**src/rtl/rv_hazard_pkg.sv**
```systemverilog
// Shared types for the DEC-stage hazard unit: register address width, x0 and stall-reason encoding.
// Latency: n/a (types only).
// Backpressure: n/a.
package rv_hazard_pkg;

    localparam int REG_W = 5;
    localparam int NREGS = 1 << REG_W;
    localparam logic [REG_W-1:0] REG_ZERO = '0;

    typedef enum logic [1:0] {
        NONE = 2'd0,
        LOAD = 2'd1,
        CSR  = 2'd2,
        LL   = 2'd3
    } stall_reason_e;

endpackage

```
**src/rtl/hazard_fwd_port.sv**
```systemverilog
// One DEC source port: youngest-first bypass mux, LL-return capture and stall cause.
// Latency: purely combinational.
// Backpressure: reports a stall reason; the caller qualifies it with dec_valid.
module hazard_fwd_port
    import rv_hazard_pkg::*;
#(
    parameter int XLEN = 32,
    parameter int NFWD = 3
) (
    input  logic [REG_W-1:0]      rs,
    input  logic                  renb,
    input  logic [XLEN-1:0]       rdata,
    input  logic [NFWD*REG_W-1:0] fwd_rd,
    input  logic [NFWD-1:0]       fwd_wenb,
    input  logic [NFWD-1:0]       fwd_late,
    input  logic [NFWD-1:0]       fwd_csr,
    input  logic [NFWD*XLEN-1:0]  fwd_result,
    input  logic                  ll_done,
    input  logic [REG_W-1:0]      ll_done_rd,
    input  logic [XLEN-1:0]       ll_result,
    input  logic [NREGS-1:0]      pending,
    output logic [XLEN-1:0]       data,
    output stall_reason_e         reason
);

    logic hit;

    always_comb begin
        data   = rdata;
        reason = NONE;
        hit    = 1'b0;
        if (renb && rs != REG_ZERO) begin
            // Stage 0 is the youngest, so the first match carries the newest value.
            for (int i = 0; i < NFWD; i++) begin
                if (!hit && fwd_wenb[i] && fwd_rd[i*REG_W +: REG_W] == rs) begin
                    hit = 1'b1;
                    if (fwd_late[i]) begin
                        reason = fwd_csr[i] ? CSR : LOAD;
                    end else begin
                        data = fwd_result[i*XLEN +: XLEN];
                    end
                end
            end
            if (!hit) begin
                if (ll_done && ll_done_rd == rs) begin
                    data = ll_result;
                end else if (pending[rs]) begin
                    reason = LL;
                end
            end
        end
    end

endmodule

```
**src/rtl/hazard_scoreboard.sv**
```systemverilog
// DEC hazard unit: per-port bypass, long-latency register scoreboard and saturating stall counter.
// Latency: stall/operands combinational; scoreboard, ll_busy and stall_cycles update on the next edge.
// Backpressure: dec_stall holds DEC; LL issue/done must respect the MAX_LL outstanding limit.
module hazard_scoreboard
    import rv_hazard_pkg::*;
#(
    parameter int XLEN   = 32,
    parameter int NRS    = 2,
    parameter int NFWD   = 3,
    parameter int MAX_LL = 4,
    parameter int CNT_W  = 32
) (
    input  logic                  clk,
    input  logic                  reset,
    input  logic                  dec_valid,
    input  logic [NRS*REG_W-1:0]  dec_rs,
    input  logic [NRS-1:0]        dec_rs_renb,
    input  logic [NRS*XLEN-1:0]   dec_rdata,
    input  logic [REG_W-1:0]      dec_rd,
    input  logic                  dec_rd_wenb,
    input  logic                  dec_ll,
    input  logic [NFWD*REG_W-1:0] fwd_rd,
    input  logic [NFWD-1:0]       fwd_wenb,
    input  logic [NFWD-1:0]       fwd_late,
    input  logic [NFWD-1:0]       fwd_csr,
    input  logic [NFWD*XLEN-1:0]  fwd_result,
    input  logic                  ll_issue,
    input  logic [REG_W-1:0]      ll_issue_rd,
    input  logic                  ll_done,
    input  logic [REG_W-1:0]      ll_done_rd,
    input  logic [XLEN-1:0]       ll_result,
    output logic                  dec_stall,
    output logic                  dec_load_use,
    output logic                  dec_csr_use,
    output logic                  dec_ll_use,
    output logic [NRS*XLEN-1:0]   dec_rs_data,
    output logic                  ll_busy,
    output logic [CNT_W-1:0]      stall_cycles
);

    localparam int LLC_W = $clog2(MAX_LL + 1);
    localparam logic [LLC_W-1:0] LL_MAX = LLC_W'(MAX_LL);

    logic [NREGS-1:0] pending, pending_nxt;
    logic [LLC_W-1:0] ll_cnt, ll_cnt_nxt;
    stall_reason_e    port_reason [NRS];
    logic             any_load, any_csr, any_rs_ll, waw, full;

    for (genvar p = 0; p < NRS; p++) begin : g_port
        hazard_fwd_port #(.XLEN(XLEN), .NFWD(NFWD)) u_port (
            .rs         (dec_rs[p*REG_W +: REG_W]),
            .renb       (dec_rs_renb[p]),
            .rdata      (dec_rdata[p*XLEN +: XLEN]),
            .fwd_rd     (fwd_rd),
            .fwd_wenb   (fwd_wenb),
            .fwd_late   (fwd_late),
            .fwd_csr    (fwd_csr),
            .fwd_result (fwd_result),
            .ll_done    (ll_done),
            .ll_done_rd (ll_done_rd),
            .ll_result  (ll_result),
            .pending    (pending),
            .data       (dec_rs_data[p*XLEN +: XLEN]),
            .reason     (port_reason[p])
        );
    end

    always_comb begin
        any_load  = 1'b0;
        any_csr   = 1'b0;
        any_rs_ll = 1'b0;
        for (int p = 0; p < NRS; p++) begin
            any_load  |= (port_reason[p] == LOAD);
            any_csr   |= (port_reason[p] == CSR);
            any_rs_ll |= (port_reason[p] == LL);
        end
        // A returning LL result for the same rd retires the older write in time.
        waw = dec_rd_wenb && dec_rd != REG_ZERO && pending[dec_rd]
              && !(ll_done && ll_done_rd == dec_rd);
        full = dec_ll && ll_cnt == LL_MAX && !ll_done;
    end

    assign dec_load_use = dec_valid && any_load;
    assign dec_csr_use  = dec_valid && any_csr;
    assign dec_ll_use   = dec_valid && (any_rs_ll || waw || full);
    assign dec_stall    = dec_load_use || dec_csr_use || dec_ll_use;

    always_comb begin
        pending_nxt = pending;
        if (ll_done)  pending_nxt[ll_done_rd]  = 1'b0;
        if (ll_issue) pending_nxt[ll_issue_rd] = 1'b1;
        pending_nxt[0] = 1'b0;

        ll_cnt_nxt = ll_cnt;
        if (ll_issue && !ll_done && ll_cnt != LL_MAX) begin
            ll_cnt_nxt = ll_cnt + LLC_W'(1);
        end else if (ll_done && !ll_issue && ll_cnt != '0) begin
            ll_cnt_nxt = ll_cnt - LLC_W'(1);
        end
    end

    always_ff @(posedge clk or posedge reset) begin
        if (reset) begin
            pending      <= '0;
            ll_cnt       <= '0;
            ll_busy      <= 1'b0;
            stall_cycles <= '0;
        end else begin
            pending <= pending_nxt;
            ll_cnt  <= ll_cnt_nxt;
            ll_busy <= (ll_cnt_nxt != '0);
            if (dec_stall && stall_cycles != '1) begin
                stall_cycles <= stall_cycles + CNT_W'(1);
            end
        end
    end

    ll_cnt_protocol: assert property (@(posedge clk) disable iff (reset)
        !(ll_issue && !ll_done && ll_cnt == LL_MAX) && !(ll_done && !ll_issue && ll_cnt == '0));

endmodule
```
**config.mk**
```make
export PLATFORM = sky130hd
export DESIGN_NAME = hazard_scoreboard
export DESIGN_NICKNAME = d
export VERILOG_FILES = /design/src/rtl/rv_hazard_pkg.sv /design/src/rtl/hazard_fwd_port.sv /design/src/rtl/hazard_scoreboard.sv
export SDC_FILE = /design/constraint.sdc
export NUM_CORES = 1
export LEC_CHECK = 0
export ABC_AREA = 1
export BUFFER_PORTS_ARGS = -buffer_cell sky130_fd_sc_hd__buf_2
export CAP_MARGIN = 20
export CORE_AREA = 3 3 136 138
export DETAILED_ROUTE_END_ITERATION = 8
export DIE_AREA = 0 0 139 141
export HOLD_SLACK_MARGIN = 0.1
export PLACE_DENSITY = 0.83
export SETUP_SLACK_MARGIN = 0.02
export SYNTH_ARGS = -nofsm -noshare
export SYNTH_HDL_FRONTEND = slang
export SYNTH_SLANG_ARGS = --single-unit
```
**constraint.sdc**
```tcl
create_clock -name clk -period 6.1 [get_ports clk]
set_clock_uncertainty 0.15 [all_clocks]
set_input_delay 0.305 -clock clk [delete_from_list [all_inputs] [get_ports clk]]
set_output_delay 0.305 -clock clk [all_outputs]
set_load 0.1 [all_outputs]
```
* Word-level counts from Yosys, hierarchy flattened
Cells that the tools add are included.
Word-level totals: bits of input ports 250, logic and storage cells 150, output and inout bits 101, register bits after elaboration 67
Operators by class: $add $sub $neg 3, eq/ne operators 18, bitwise operators 6, $lt $le $gt $ge 7, mux-type cells 66, reduce and logical (&&, ||, !) cells 46
Operator list (count):
- 2-to-1 mux 32 bit | 20
- equality test 5 bit | 9
- 2-to-1 mux 2 bit | 22
- adder 32 x 1 -> 32 bit (second input constant) | 1
- bitwise AND 32 bit | 1
- inequality test 32 bit (second input constant) | 1
- inverter 32 bit | 1
- OR 32 bit | 1
- logical AND 1 bit | 30
- < comparator 5 x 6 -> 1 bit (second input constant) | 5
- 2-to-1 mux 1 bit | 17
- binary-select mux 1 bit (select 5 bit) | 3
- nonzero test 5 bit | 3
- demux 1 bit (select 5 bit) | 2
- greater-or-equal comparator 5 x 1 -> 1 bit (second input constant) | 2
- equality test 2 bit (second input constant) | 4
- zero test 1 bit | 7
- 2-to-1 mux 3 bit | 2
- nonzero test 3 bit | 2
- equality test 2 x 1 -> 1 bit (second input constant) | 2
- logical OR 1 bit | 4
- adder 3 x 1 -> 3 bit (second input constant) | 1
- equality test 3 bit (second input constant) | 1
- inequality test 3 bit (second input constant) | 1
- other kinds (2) | 4

* Depth between registers and ports, before layout
Gate-level depths: netlist of the first run.
depth after elaboration 24, mapped depth 20, mapped depth without buffers 18

* By module
From an unflattened synthesis of the first run, not the netlist that was laid out.
Second synthesis, totals: cell total of the unflattened synthesis 2093, area, all modules 10886.7 um2
Modules (own cells, without submodules):
- hazard_fwd_port | area each 3352.0 um2, sequential area each 0.0 um2, instances 2, cells each 750
- hazard_scoreboard | area each 4182.8 um2, sequential area each 1676.6 um2, instances 1, cells each 593

* Least setup slack after synthesis of the first run
OpenSTA, ideal clock, no wires.
kind input to output, start input dec_rs[4], end output dec_rs_data[24], stages 14, path slack 1.777 ns, path buffers 2, data required time 5.645 ns, arrival time 3.868 ns, path through buf_2 > inv_1 > nand2_1 > nand2_1 > nor2_1 > nand3_2 > nand3_2 > inv_2 > nand2_1 > buf_1 > o211ai_1 > o211ai_1 > o21ai_0 > o21ai_0
On the way: cells in the longest elaborated chain, start to end 16, elaborated cells on any way between the ends 28, those cells by class eq/ne (4); mux (14); reduce/logical (10)
Ends and longest elaborated chain:
- start, declared | line hazard_scoreboard.sv:16 | input logic [NRS*REG_W-1:0] dec_rs,
- equality test 5 bit | line hazard_fwd_port.sv:35 | if (!hit && fwd_wenb[i] && fwd_rd[i*REG_W +: REG_W] == rs) begin
- logical AND 1 bit | line hazard_fwd_port.sv:35
- 2-to-1 mux 1 bit | line hazard_fwd_port.sv:35
- 2-to-1 mux 1 bit | line hazard_fwd_port.sv:32 | if (renb && rs != REG_ZERO) begin
- zero test 1 bit | line hazard_fwd_port.sv:35
- logical AND 1 bit (2 in series) | line hazard_fwd_port.sv:35
- 2-to-1 mux 1 bit | line hazard_fwd_port.sv:35
- 2-to-1 mux 1 bit | line hazard_fwd_port.sv:32
- zero test 1 bit | line hazard_fwd_port.sv:35
- logical AND 1 bit (2 in series) | line hazard_fwd_port.sv:35
- 2-to-1 mux 32 bit or 2-to-1 mux 1 bit (tied branches) | line hazard_fwd_port.sv:35
- 2-to-1 mux 32 bit or 2-to-1 mux 1 bit (tied branches) | line hazard_fwd_port.sv:45, hazard_fwd_port.sv:32
- 2-to-1 mux 32 bit | line hazard_fwd_port.sv:44 | if (!hit) begin
- 2-to-1 mux 32 bit (*) | line hazard_fwd_port.sv:32
- end, declared | line hazard_scoreboard.sv:36 | output logic [NRS*XLEN-1:0] dec_rs_data,
Every way passes the cells marked *; elsewhere a longest branch is shown, timed or not. The select of a mux whose other input is x is not followed.

* Final worst setup path of the first run
start input dec_rs[5], end output dec_rs_data[42]
Same word-level chain as after synthesis.

==> results of run 1 <==
==> state kept, by name (all words and copies together), names as in the netlist <==
| name | flops |
|---|---|
| pending | 31 |
| ll_busy | 1 |
| ll_cnt | 3 |
| stall_cycles | 32 |
==> logic make-up (layout without fill, tap and decap cells) <==
group | after synthesis | in the layout | synth area share
AO/OA/AOI/OAI | 473 | 473 | 0.322
flip-flops | 67 | 67 | 0.188
adder cells (fa/ha/maj) | 4 | 4 | 0.00561
other | 0 | 5 | 0
buffers and inverters | 220 | 489 | 0.104
XOR/XNOR | 35 | 35 | 0.0344
AND/OR/NAND/NOR | 714 | 714 | 0.346
==> how the worst max path moves through the flow <==
stage               from         endpoint  slack [ps]  cells past startpoint
2_1_floorplan  dec_rs[4]  dec_rs_data[24]        1780                     14
3_3_place_gp   dec_rs[1]  dec_rs_data[27]        1500                     15
3_5_place_dp   dec_rs[5]  dec_rs_data[32]        1440                     14
4_1_cts        dec_rs[5]  dec_rs_data[32]        1440                     14
5_1_grt        dec_rs[5]  dec_rs_data[42]        1010                     14
6_report       dec_rs[5]  dec_rs_data[42]        1350                     14
==> metrics by stage <==
| stage | util | instances | worst slack, ps |
|---|---|---|---|
| floorplan | - | 1513 | 1780 |
| global placement | 0.610 | 1990 | 1500 |
| detailed placement | 0.610 | 1990 | 1440 |
| CTS | 0.628 | 2006 | 1440 |
| global route | 0.630 | 2012 | 1010 |
| finish | 0.630 | 2012 | 1350 |
==> final cells by class <==
type,instances,area share
clock inverters,6,0.00678
inverters,108,0.0375
multi-input cells,1226,0.581
repair buffers,365,0.172
well taps,225,0.0259
diodes,5,0.00115
flip-flops and latches,67,0.154
clock buffers,10,0.0219
==> synth_stat cells, drive strengths merged <==
cell type and count:
xnor2 10, o22a 1, nand4 23, o21ai 276, a31oi 13, inv 106, and3 1, clkbuf 75
o211ai 157, buf 37, o22ai 5, nor3 14, nand3b 2, nand2 404, nor4 10, clkinv 2
or3 1, o2111ai 2, nand3 175, dfrtp 67, a21oi 6, o221a 13, ha 4, nor2 84
xor2 25
==> report_power, final <==
| group | internal, mW | total (mW) | switching, mW |
|---|---|---|---|
| sequential | 0.521 | 0.619 | 0.0978 |
| clock | 0.332 | 0.541 | 0.209 |
| combinational | 0.283 | 1.18 | 0.900 |
| total | 1.14 | 2.34 | 1.21 |
==> worst max-delay path: cells and delay by family <==
| family | cells | cell delay (ps) |
|---|---|---|
| compound gates | 4 | 710 |
| buf+inv | 4 | 1770 |
| simple gates | 6 | 1470 |
==> placed cells by master, fill, tap and decap left out, types with 10 or more instances in the layout <==
cell type,Yosys,layout
a31oi_1,13,13
buf_2,18,350
buf_4,6,14
dfrtp_1,67,67
inv_1,95,94
inv_2,10,11
nand2_1,401,400
nand3_1,168,168
nand4_1,22,22
nor2_1,82,82
nor3_1,12,12
nor4_1,10,10
o211ai_1,157,157
o21ai_0,267,267
o221a_2,13,13
xnor2_1,10,10
xor2_1,25,25
==> layer usage <==
layer | track usage | share of wire | vias up
li1 | - | - | 5821
met1 | 0.494 | 0.38 | 5636
met5 | 0 | 0.00064 | -
met4 | 0.194 | 0.050 | 4
met3 | 0.0556 | 0.10 | 142
met2 | 0.633 | 0.46 | 852
==> impl_results.md, run 1 <==
- Slew Limit Headroom: 0.280
- Routability cong.: a little over 1
- Crit start category: input pin
- Layout cells sized above 1: 0.237
- Critical path peak fanout: 32
- Clock transition at the registers of the reported paths: 60 ps
- Final Power: 2.34 mW
- Congestion Overflow GR: 0
- PostCTS Resize Cnt: 0
- Syn_nets: 1,767
- Vias in the first global route: ~12,000
- Hold slack: 83.2 ps
- Worst EP arrival: 4300 ps
- Routed Antenna Nets: 0
- First-pass GRT wire length: slightly above 60,000 µm
- Final HPWL DP: roughly 31,000 µm
- Fill count: 1,723
- Synth Instances: 1,513
- Final net count: 2,031
- I/O Buffers: 350
- Detailed-route via count: 12,500
- Synth top area cells: dfrtp_1, nand2_1, o21ai_0, o211ai_1, nand3_1
- Synth cell types: 38
- Reg area: roughly 1700 µm²
- Sum Neg Setup Slack: 0 ps
- Avg Cell Area, Syn: slightly below 6 µm²
- Crit end category: output port
- Drt drc: 0
- Dpl cell area: around 11,000 µm²
- Vias/cell: 6.19
- Sink Count: 67
- R2R Path End: stall_cycles[18]
- Slowest CP cell: inv_1
- I/O pins: 351
- Critical path data required time: approximately 5600 ps
- Synthesized cell area: 8920 µm²
- Worst Hold Class: in2async
- Largest net degree at the start of global routing: 72
- Die H: 141 µm
- Multi-input gate area: 6320 µm²
- Wire length per cell: 20.1 µm
- Core Region: 17,300 µm²
- Slowest cell delay on critical path: 790 ps
- WS Path Type: in2out
- Placement Rows: 48
- CTS Hold Bufs: 0
- R2R setup slack: between 3000 and 4000 ps
- Routed WL: 40,300 µm
- CTS Root Cell: clkbuf_16
- Max Fclk: 210 MHz
- Synthesis-to-finish area growth: 22.1%
- Synthesis Warnings: 0
- Leak: 5.29 nW
- Initial Util: 0.516
- Worst slew pin tran: 1080 ps
- Reg2reg start: pending[28]
- Largest area contributor in the netlist: dfrtp_1
- Clock latency on the worst-skew pair: 340 ps
- CTS tree: built
- GRT Util Overall: 0.384
- Sequential element share of the synthesized area: 0.188
- Worst R2R Path Depth: 15
- Final Cell Area: 10,900 µm²
- VDD IR-drop max: 0.308 mV
- Depth of the CTS H-tree: 3
- Number of synthesized register bits: 67
- Final Slew Violations: 0
- Final Hold Vio Count: 0
- DR iter-0 viols: ~1,300
- Max Cap Viol: 0
- Fin crit share: 0.779
- Most frequent CP cell: o21ai_0
- CTS max path bufs: 2
- TritonCTS Buffers: 9
- Final worst path period need: between 4000 and 5000 ps
- Post-CTS setup buffers: 0
- Yosys top cell area share: 0.188
- Die Wd: around 140 µm
- Pre-antenna DRT Iters: 6
- Initial antenna violation count: 7
- Status: finished clean
- Die area: 19,600 µm²
- Critical-path cell list: buf_2 > inv_4 > nand2_1 > nand2_1 > nor2_1 > nand3_2 > nand3_2 > nor2_1 > inv_1 > o21ai_0 > o21ai_0 > o211ai_1 > o21ai_0 > buf_2
- Power Dens Cells: 215 nW/µm²
- # setup viols final: 0
- Unrepaired setup endpoints after global routing: no
Power figures use the tool's default switching activity.
==> run 2: changes to the inputs <==
- ABC_AREA: 1 -> 0
- CORE_AREA: 3 3 136 138 -> default
- CORE_MARGIN: default -> 3
- CORE_UTILIZATION: default -> 45
- DIE_AREA: 0 0 139 141 -> default
- PLACE_DENSITY: 0.83 -> 0.8
- clock period: 6.1 -> 4.24 ns (I/O delays scaled with it)
==> run 2 against run 1 <==
Against the previous run:
- total power rose by 38%
- final cell count fell by 22%
- final area fell by 5.9%
- largest power group unchanged
==> impl_results.md, run 2 <==
- Final Cell Area: approximately 10,000 µm²
- Synthesis-to-finish area growth: 28.2%
- Detailed-route via count: 9,443
- Wire length per cell: roughly 20 µm
- Sequential element share of the synthesized area: 0.210
- Reg area: approximately 1700 µm²
- Sink Count: 67
- Largest area contributor in the netlist: dfrtp_1
- Avg Cell Area, Syn: just under 8 µm²
- Worst EP arrival: 3310 ps
- Slowest CP cell: or4b_2
- Crit end category: output port
- Crit start category: input pin
- Critical path peak fanout: 19
- I/O pins: approximately 350
- CTS tree: built
- Final HPWL DP: 24,500 µm
- VDD IR-drop max: approximately 0.63 mV
- Fill count: between 1,500 and 2,000
- Top reg by flops: stall_cycles
- Reg2reg start: pending[5]
- Clock latency on the worst-skew pair: about 330 ps
- Async set-reset flop share out of synthesis: 1.00
- Final net count: 1,575
- Pre-antenna DRT Iters: 5
- Routed Antenna Nets: 0
- Number of synthesized flops with an enable pin: 0
- WS Path Type: in2out
- Final Slew Violations: 0
- Critical path's top delay family: simple AND/OR/NAND/NOR gates
- Worst R2R Path Depth: 9
- Fin crit share: 0.866
- DR iter-0 viols: 852
- Vias/cell: 6.04
- R2R Path End: stall_cycles[7]
- Biggest regs: stall_cycles (32), pending (31), ll_cnt (3)
- Die area: a little under 20,000 µm²
- Initial Util: 0.461
- Worst slew pin tran: approximately 710 ps
- Max Fclk: 272 MHz
- Depth of the CTS H-tree: 3
- Layout cells sized above 1: 0.343
- Post-CTS setup buffers: 0
- CTS Root Cell: clkbuf_16
- Unrepaired setup endpoints after global routing: no
- Synth top area cells: dfrtp_1, mux2i_1, a21oi_1, o21ai_0, nand2_1
- Max reg flops: 32
- Synth cell types: 65
- Multi-input gate area: 5970 µm²
- CTS Hold Bufs: 2
- Clock transition at the registers of the reported paths: 50 ps
- Die H: 139 µm
- # setup viols final: 0
- PostCTS Resize Cnt: 0
- Critical-path cell list: buf_2 > xor2_1 > nor4_2 > nand3_1 > or4b_2 > buf_4 > nor2_1 > a211o_1 > a21oi_1 > a21oi_1 > o21ai_1 > buf_2
- Routed WL: 31,700 µm
- Final worst setup slack: around 570 ps
- Commonest non-fill, non-tap cell in the layout: buf_2
- R2R setup slack: 1020 ps
- Status: finished clean
- Top FF cell, synth: dfrtp_1
- First-pass GRT wire length: approximately 48,000 µm
- Synthesis Warnings: 0
- Placement Rows: 48
- Drt drc: 0
- Number of synthesized register bits: 67
- Synth Instances: 1,019
- Slowest cell delay on critical path: 600 ps
- Count leader, synth: nand2_1
- CTS max path bufs: 2
- Final worst path period need: 3670 ps
- Hold slack: 126 ps
- Pre-CTS setup slack: between 500 and 600 ps
- Slew Limit Headroom: 0.529
- Hold depth: 3
- Largest net degree at the start of global routing: 65
- Dpl cell area: ~9900 µm²
- Core Region: 17,400 µm²
- Final Hold Vio Count: 0
- Initial antenna violation count: 12
- Leak: 4.66 nW
- I/O Buffers: 350
- TritonCTS Buffers: 9
- Syn_nets: 1,273
- GRT Util Overall: 0.306
- Final Power: ~3.2 mW
- Min-Delay Endpoint: pending[2]
- Critical path data required time: just under 4000 ps
- Routability cong.: approximately 1.0
- Critical path buffer and inverter count: 3
- WP depth: 12
- Congestion Overflow GR: 0
- Yosys top cell area share: 0.210
- HP Start: ll_issue_rd[2]
- Power Dens Cells: between 300 and 400 nW/µm²
- Most frequent cells in the layout: buf_2, nand2_1, a21oi_1
- Die Wd: about 140 µm
- Synthesized cell area: about 8000 µm²
- Sum Neg Setup Slack: 0 ps
- Vias in the first global route: roughly 9,000
- Worst Hold Class: in2reg
- Commonest cells post-synth: nand2_1, a21oi_1, o21ai_0, mux2i_1, nor2_1
- Max Cap Viol: 0
-- run 2: cell count changes after synthesis, sizes merged, moves of 94 or more --
cell    before  now
o21ai      276  132
inv        106   12
a21oi        6  101
o211ai     157    2
nand3      175   22
nand2      404  116
-- run 2: through the flow --
stage          cells   util
6_report        1563  0.591
2_1_floorplan   1019      -
5_1_grt         1561  0.590
3_3_place_gp    1533  0.572
3_5_place_dp    1533  0.572
4_1_cts         1550  0.589
-- run 2: layout make-up --
class / count / share of cell area
inverters: 12 / 0.00439
repair buffers: 374 / 0.194
flip-flops and latches: 67 / 0.164
well taps: 225 / 0.0275
clock inverters: 3 / 0.00146
multi-input cells: 857 / 0.582
diodes: 13 / 0.00317
clock buffers: 12 / 0.0240
-- run 2: how the worst max path moves through the flow --
stage | start | to | slack, ps
final | dec_rs[7] | dec_rs_data[38] | 570
after global routing | dec_rs[7] | dec_rs_data[61] | 310
after CTS | dec_rs[7] | dec_rs_data[60] | 580
after detailed placement | dec_rs[7] | dec_rs_data[60] | 590
after global placement | dec_rs[7] | dec_rs_data[60] | 610
after floorplan | dec_rs[5] | dec_rs_data[55] | 290
-- run 2: power by group --
group	total, mW	internal, mW	leakage (nW)	switching (mW)
logic	1.67	0.499	3.67	1.17
clock network	0.660	0.405	0.132	0.255
registers	0.890	0.754	0.862	0.136
-- run 2: per-layer routing --
metal / wire length (µm) / track usage
met1: 12300 / 0.389
met2: 15300 / 0.516
met3: 2660 / 0.0430
met4: 1460 / 0.142
met5: 0 / 0
-- run 2: cells by family after synthesis --
family / synth area share
buf+inv: 0.0543
compound gates: 0.244
mux: 0.208
flops: 0.210
simple gates: 0.194
fa+ha+maj: 0.00626
xor+xnor: 0.0843
-- run 2: tightest hold or removal path: stages --
cell	delay, ps
buf_2	140
or3_1	140
o21ai_0	70
==> run 3: changes to the inputs <==
- CORE_UTILIZATION: 45 -> 40
- PLACE_DENSITY: 0.8 -> 0.72
- SETUP_SLACK_MARGIN: 0.02 -> 0.15
==> run 3 against run 2 <==
Against the previous run:
- sequential share of layout area fell by 0.34 points
- global-route usage fell by 3.2 points
- flip-flop and latch count did not move
- sequential power rose by 0.8%
- count of clock-buffer cells in the layout did not move
- via count fell by 1.1%
- non-clock buffer count rose by 3
- utilization fell by 5.4 points
- critical path type unchanged
- largest power group unchanged
==> impl_results.md, run 3 (same netlist as run 2, synthesis figures left out) <==
- Routed WL: 31,700 µm
- Worst Hold Class: in2reg
- Drt drc: 0
- Synthesis-to-finish area growth: 30.9%
- Status: finished clean
- Fill count: around 1,900
- Initial antenna violation count: 15
- Routability cong.: between 0.9 and 1
- Initial Util: 0.410
- Critical path peak fanout: 41
- Multi-input gate area: between 5000 and 6000 µm²
- Leak: between 4 and 5 nW
- Clock transition at the registers of the reported paths: around 50 ps
- # setup viols final: 0
- Routed Antenna Nets: 0
- Depth of the CTS H-tree: 3
- Die H: 147 µm
- Final net count: 1,578
- Largest net degree at the start of global routing: 65
- Vias/cell: around 5.8
- CTS tree: built
- Pre-antenna DRT Iters: 7
- Layout cells sized above 1: 0.345
- Final worst path period need: ~3700 ps
- Max Cap Viol: 0
- Final HPWL DP: 24,400 µm
- Slowest CP cell: or4b_2
- Wire length per cell: 19.7 µm
- Most frequent cells in the layout: buf_2, nand2_1, a21oi_1
- Detailed-route via count: 9,336
- WS Path Type: in2out
- CTS Hold Bufs: 2
- Slowest cell delay on critical path: roughly 840 ps
- Crit end category: output port
- Critical path data required time: 3880 ps
- Hold slack: 133 ps
- I/O Buffers: 350
- First-pass GRT wire length: 48,300 µm
- Sum Neg Setup Slack: 0 ps
- Placement Rows: 51
- Clock latency on the worst-skew pair: 330 ps
- Core Region: 19,500 µm²
- Commonest non-fill, non-tap cell in the layout: buf_2
- Slew Limit Headroom: 0.337
- Critical-path cell list: buf_2 > xnor2_1 > nand3_1 > or2_1 > or4b_2 > buf_12 > a211o_1 > a21oi_1 > a21oi_1 > o21ai_1 > buf_2
- Final Hold Vio Count: 0
- Max Fclk: about 270 MHz
- Sink Count: 67
- Worst EP arrival: 3380 ps
- Crit start category: input pin
- CTS Root Cell: clkbuf_16
- Post-CTS setup buffers: 0
- Max reg flops: 32
- Biggest regs: stall_cycles (32), pending (31), ll_cnt (3)
- CTS max path bufs: 2
- I/O pins: about 350
- VDD IR-drop max: 0.696 mV
- PostCTS Resize Cnt: 0
- DR iter-0 viols: 566
- Die Wd: 147 µm
- Reg area: 1680 µm²
- GRT Util Overall: 0.274
- Die area: 21,700 µm²
- Unrepaired setup endpoints after global routing: no
- Worst slew pin tran: 982 ps
- Power Dens Cells: 327 nW/µm²
- Final Slew Violations: 0
- TritonCTS Buffers: 9
- Vias in the first global route: 8,839
- R2R setup slack: 1040 ps
- Fin crit share: 0.883
- Congestion Overflow GR: 0
- Top reg by flops: stall_cycles
==> run 3: cell types whose count changed in the layout (fill, tap and decap cells not counted), sizes merged <==
| cell | delta |
|---|---|
| clkinvlp | +1 |
| buf | +3 |
| diode | +1 |
| clkinv | -3 |
| bufinv | +3 |
==> run 3: worst paths after layout <==
check | start | endpoint | depth (start not counted)
worst min register to register | stall_cycles[22] | stall_cycles[22] | 1
min in group asynchronous | reset | stall_cycles[2] | 3
worst max-delay path | dec_rs[5] | dec_rs_data[53] | 11
worst max register to register | pending[16] | stall_cycles[14] | 9
max in group asynchronous | reset | pending[24] | 4
worst min-delay path | ll_issue_rd[2] | pending[2] | 3
==> run 3: cell type report <==
type	count	share of cell area
antenna	14	0.00335
clock buffer	12	0.0235
clock inverter	4	0.00932
inverter	12	0.00430
multi-input combinational	857	0.570
sequential	67	0.160
tap	265	0.0317
timing repair buffer	377	0.198
==> run 3: critical path: cells and delay by family <==
family	cells	cell delay, ps
buffers and inverters	3	1080
AOI/OAI and AO/OA	4	640
and+or+nand+nor	3	1220
xor gates and xnor gates	1	180
==> run 3: routing by layer <==
metal	part of all wire	global-route usage
met5	0.00035	0
met3	0.079	0.0356
met4	0.039	0.133
met1	0.39	0.349
met2	0.49	0.462
==> run 3: through the flow <==
stage,cell area (µm²),worst slack (ps),utilization,power [mW],instances
3_5_place_dp,10100,539,0.516,2.55,1576
6_report,10500,497,0.536,3.42,1608
4_1_cts,10400,529,0.534,3.42,1594
5_1_grt,10500,322,0.536,3.57,1608
2_1_floorplan,8000,288,-,2.12,1019
3_3_place_gp,10100,563,0.516,2.52,1576
==> run 3: report_power, final <==
group | switching (mW) | leakage, nW | internal, mW
clock network | 0.269 | 0.163 | 0.591
logic | 1.16 | 3.71 | 0.501
registers | 0.144 | 0.862 | 0.753
total | 1.58 | 4.74 | 1.84
